**src/rtl/ctrl_seq.sv**
```systemverilog
// Purpose : rotation-run sequencer; a rising edge on s_p_flag_in starts a run
//           LOAD (mux_flag) -> ROT 1..ROT_LAST -> DONE (demux_flag) -> IDLE.
// Latency : start sampled at edge k -> mux_flag after k, demux_flag after k+ROT_LAST+1.
// Ports   : clk, rst_n (async active-low), s_p_flag_in (start request level),
//           mux_flag / rotation[2:0] / demux_flag (all registered, Moore).
// Options : CTRL_RETRIGGER_EN -- a start seen in ROT or DONE restarts the run;
//           undefined, starts outside IDLE are ignored.
module ctrl_seq #(
  parameter int unsigned ROT_LAST = 7   // legal 1..7
) (
  input  logic       clk,
  input  logic       rst_n,
  input  logic       s_p_flag_in,
  output logic       mux_flag,
  output logic [2:0] rotation,
  output logic       demux_flag
);

  typedef enum logic [1:0] {
    IDLE = 2'b00,
    LOAD = 2'b01,
    ROT  = 2'b10,
    DONE = 2'b11
  } state_t;

  localparam logic [2:0] LAST = 3'(ROT_LAST);

  state_t     state;
  state_t     state_nx;
  logic       sp_d;
  logic       start;
  logic       mux_nx;
  logic       demux_nx;
  logic [2:0] rot_nx;

  // sp_d samples every cycle regardless of state, so a level held high
  // across a whole run can never produce a second start.
  assign start = s_p_flag_in & ~sp_d;

  always_ff @(posedge clk or negedge rst_n) begin
    if (!rst_n) begin
      state      <= IDLE;
      sp_d       <= 1'b0;
      mux_flag   <= 1'b0;
      rotation   <= 3'd0;
      demux_flag <= 1'b0;
    end else begin
      state      <= state_nx;
      sp_d       <= s_p_flag_in;
      mux_flag   <= mux_nx;
      rotation   <= rot_nx;
      demux_flag <= demux_nx;
    end
  end

  // Outputs are decoded from the next state and registered, so nothing
  // on the output side is combinationally reachable from s_p_flag_in.
  always_comb begin
    state_nx = IDLE;
    rot_nx   = 3'd0;
    case (state)
      IDLE: begin
        if (start) state_nx = LOAD;
      end
      LOAD: begin
        state_nx = ROT;
        rot_nx   = 3'd1;
      end
      ROT: begin
        // >= rather than == keeps rotation bounded even from a corrupted count
        if (rotation >= LAST) begin
          state_nx = DONE;
          rot_nx   = LAST;
        end else begin
          state_nx = ROT;
          rot_nx   = rotation + 3'd1;
        end
      end
      DONE: begin
        state_nx = IDLE;
      end
      default: begin
        state_nx = IDLE;
      end
    endcase

`ifdef CTRL_RETRIGGER_EN
    // DONE's demux_flag has already been registered for this cycle, so a
    // restart from DONE still lets the finished result out.
    if (start && (state == ROT || state == DONE)) begin
      state_nx = LOAD;
      rot_nx   = 3'd0;
    end
`endif

    mux_nx   = (state_nx == LOAD);
    demux_nx = (state_nx == DONE);
  end

endmodule

```
**config.mk**
```make
export PLATFORM = sky130hd
export DESIGN_NAME = ctrl_seq
export DESIGN_NICKNAME = d
export VERILOG_FILES = /design/src/rtl/ctrl_seq.sv
export SDC_FILE = /design/constraint.sdc
export NUM_CORES = 1
export LEC_CHECK = 0
export BUFFER_PORTS_ARGS = -buffer_cell sky130_fd_sc_hd__buf_2
export CORE_AREA = 2 2 39 41
export DETAILED_ROUTE_END_ITERATION = 16
export DIE_AREA = 0 0 41 43
export RECOVER_POWER = 50
export SETUP_SLACK_MARGIN = 0.4
export SLEW_MARGIN = 20
export SYNTH_ARGS = -nofsm -noshare
export SYNTH_HDL_FRONTEND = slang
export SYNTH_SLANG_ARGS = --single-unit
```
**constraint.sdc**
```tcl
create_clock -name clk -period 1.7 [get_ports clk]
set_input_delay 0.34 -clock clk [delete_from_list [all_inputs] [get_ports clk]]
set_output_delay 0.34 -clock clk [all_outputs]
set_load 0.005 [all_outputs]
```
==> metrics.md <==
| Metric | Value |
|---|---|
| Pwr Density | `1531 nW/µm²` |
| Clock Pin Slew Worst Setup and Hold Paths | `50 ps` |
| CTS tree | `done` |
| Most frequent cells in the layout | `dfrtp_1 (8), inv_1 (5), buf_2 (5)` |
| N_diodes | `0` |
| WL final | `732 µm` |
| Vias in the first global route | `318` |
| FP Rows | `14` |
| Fmax | `0.7983 GHz` |
| Commonest non-fill, non-tap cell in the layout | `dfrtp_1` |
| Area Growth Syn to Fin | `37.07%` |
| Total power | `0.7720 mW` |
| DR pass1 iterations | `2` |
| Register area share after synthesis | `54.42%` |
| # H-tree levels | `1` |
| GRT Util Overall | `10.85%` |
| I/O pin count | `8` |
| Ys Warns | `0` |
| Pins Over Slew Limit | `0` |
| Post-synth top area cell | `dfrtp_1` |
| Synth unique cells | `13` |
| Antenna violations before repair | `0` |
| Non-filler instance count after layout | `59` |
| Fill cell count | `138` |
| DR vias/cell | `4.627` |
| Top cells by area, synth | `dfrtp_1 (54%), ha_1 (17%), o311a_1 (5.4%)` |
| CTS Buf Count | `3` |
| Synth Register Bits | `8` |
| Max-slew headroom | `70.35%` |
| Post-Syn Area | `367.9 µm²` |
| Later-pin clock latency in the skew report | `250 ps` |
| Status | `completed` |
| DRT antenna net count | `0` |
| Fin. Hold Viols | `0` |
| Worst EP arrival | `1380 ps` |
| Final Critical Period | `1253 ps` |
| Total leakage power | `0.2563 nW` |
| Critical Path Sink Type | `flip-flop` |
| Placed Instances | `53` |
| Crit path required time | `1820 ps` |
| Placer congestion estimate | `0.6614` |
| CP Max Fanout | `2` |
| DIE HEIGHT | `43 µm` |
| Worst Skew | `6.088 ps` |
| Root buffer cell | `clkbuf_4` |
| Core area | `1384 µm²` |
| Starting Density | `26.58%` |
| Die W | `41 µm` |
| Syn Nets | `38` |
| DR WL/cell | `12.41 µm` |
| Setup crit start kind | `flip-flop` |
| Kind of critical path | `flip-flop to flip-flop` |
| Final #Nets | `53` |
| Die Footprint | `1763 µm²` |
| Synth top area share | `54.42%` |
| Least-Margin Pin Slew | `444.8 ps` |
| Final setup vio count | `0` |
| Share of layout cells above drive strength 1 | `30.23%` |
| RSZ-0062 raised after global routing | `true` |
| # Max-Cap Violations | `0` |
| Total Neg Setup Slack | `0 ps` |
| Final Cycle Share | `73.68%` |
| DRC Markers | `0` |
| GR Overflow Total | `0` |
| Max rail drop VDD | `0.0005364 V` |
| Synthesized instance count | `30` |
| # clock sinks | `8` |
| First-pass GRT wire length | `1.242 mm` |
| Min-delay worst type | `input port to flip-flop` |
| Vias post-DR | `273` |
| Largest net degree at the start of global routing | `9` |
| Iteration-0 DRC Markers | `9` |
| Post-DP HPWL | `540.3 µm` |
| Port Buf Inserts | `7` |
| CTS max path bufs | `2` |
| Syn avg cell area | `12.26 µm²` |
-- final timing paths --
kind                                             from  depth (start not counted)               endpoint  slack, ps
min in group asynchronous                       rst_n                          2  rotation[0]$_DFF_PN0_        560
max in group asynchronous                       rst_n                          2  rotation[1]$_DFF_PN0_        830
worst max-delay path            rotation[0]$_DFF_PN0_                          3  rotation[2]$_DFF_PN0_        450
worst max register to register  rotation[0]$_DFF_PN0_                          3  rotation[2]$_DFF_PN0_        450
worst min register to register         sp_d$_DFF_PN0_                          2   demux_flag$_DFF_PN0_        600
worst min-delay path                      s_p_flag_in                          1         sp_d$_DFF_PN0_        220
-- routing by layer --
metal / vias up / part of all wire, % / GRT usage (%)
met5: - / 0 / 0
met2: 7 / 52 / 16.25
li1: 136 / - / -
met4: 0 / 0 / 8.000
met3: 0 / 2.5 / 3.141
met1: 130 / 45 / 12.29
-- logic make-up (layout without fill, tap and decap cells) --
group           Yosys count  in the layout  synth area share, %
compound gates            8              8                17.00
fa+ha+maj                 5              5                17.01
buf+inv                   5             18                5.103
flops                     8              8                54.42
simple gates              4              4                6.465
-- Yosys cell counts --
cell type	count
dfrtp_1	8
o21ai_0	1
nand2b_1	1
inv_1	5
and3_1	1
a211oi_1	2
nand2_1	1
ha_1	5
a21oi_1	1
o311a_1	2
a311oi_1	1
a41oi_1	1
nand3b_1	1
-- critical path, cell delays in order, from the launching register on --
cell     delay [ps]
dfrtp_1         390
ha_2            190
ha_4            200
o311a_1         340
-- timing repair --
action                                  in CTS  in global routing
setup buffers                                2                  0
endpoints found under the setup margin       5                  4
endpoints found under the hold margin        8                  0
gates resized for setup                      4                  1
pin swaps                                    2                  1
hold buffers                                 1                  0
-- power by group --
| group | switching (mW) | internal, mW | leakage, nW |
|---|---|---|---|
| Combinational | 0.196 | 0.163 | 0.137 |
| Clock | 0.0586 | 0.0804 | 0.0138 |
| Sequential | 0.0268 | 0.248 | 0.105 |
-- stage by stage --
step | cell area [µm²] | util, % | hold WS (ps) | worst slack, ps
final | 504.2 | 36.44 | 218.5 | 447.4
after global routing | 504.2 | 36.44 | 220.5 | 394.4
after CTS | 503.0 | 36.35 | 201.7 | 398.4
after detailed placement | 425.4 | 30.74 | 193.4 | 225.2
after global placement | 425.4 | 30.74 | 192.0 | 267.5
after floorplan | 370.4 | - | 44.41 | 394.6
-- registers in the layout, summed over array words and instances (netlist names) --
signal,cells
mux_flag,1
state,2
sp_d,1
demux_flag,1
rotation,3
-- area by class of cell --
cell class              instances  area, µm²  area share, %
flip-flops and latches          8      200.2          39.70
multi-input cells              17      181.4          35.98
repair buffers                 10      61.31          12.16
clock buffers                   3      22.52          4.466
well taps                      16      20.02          3.970
inverters                       5      18.77          3.722
(Power assumes the default switching activity.)
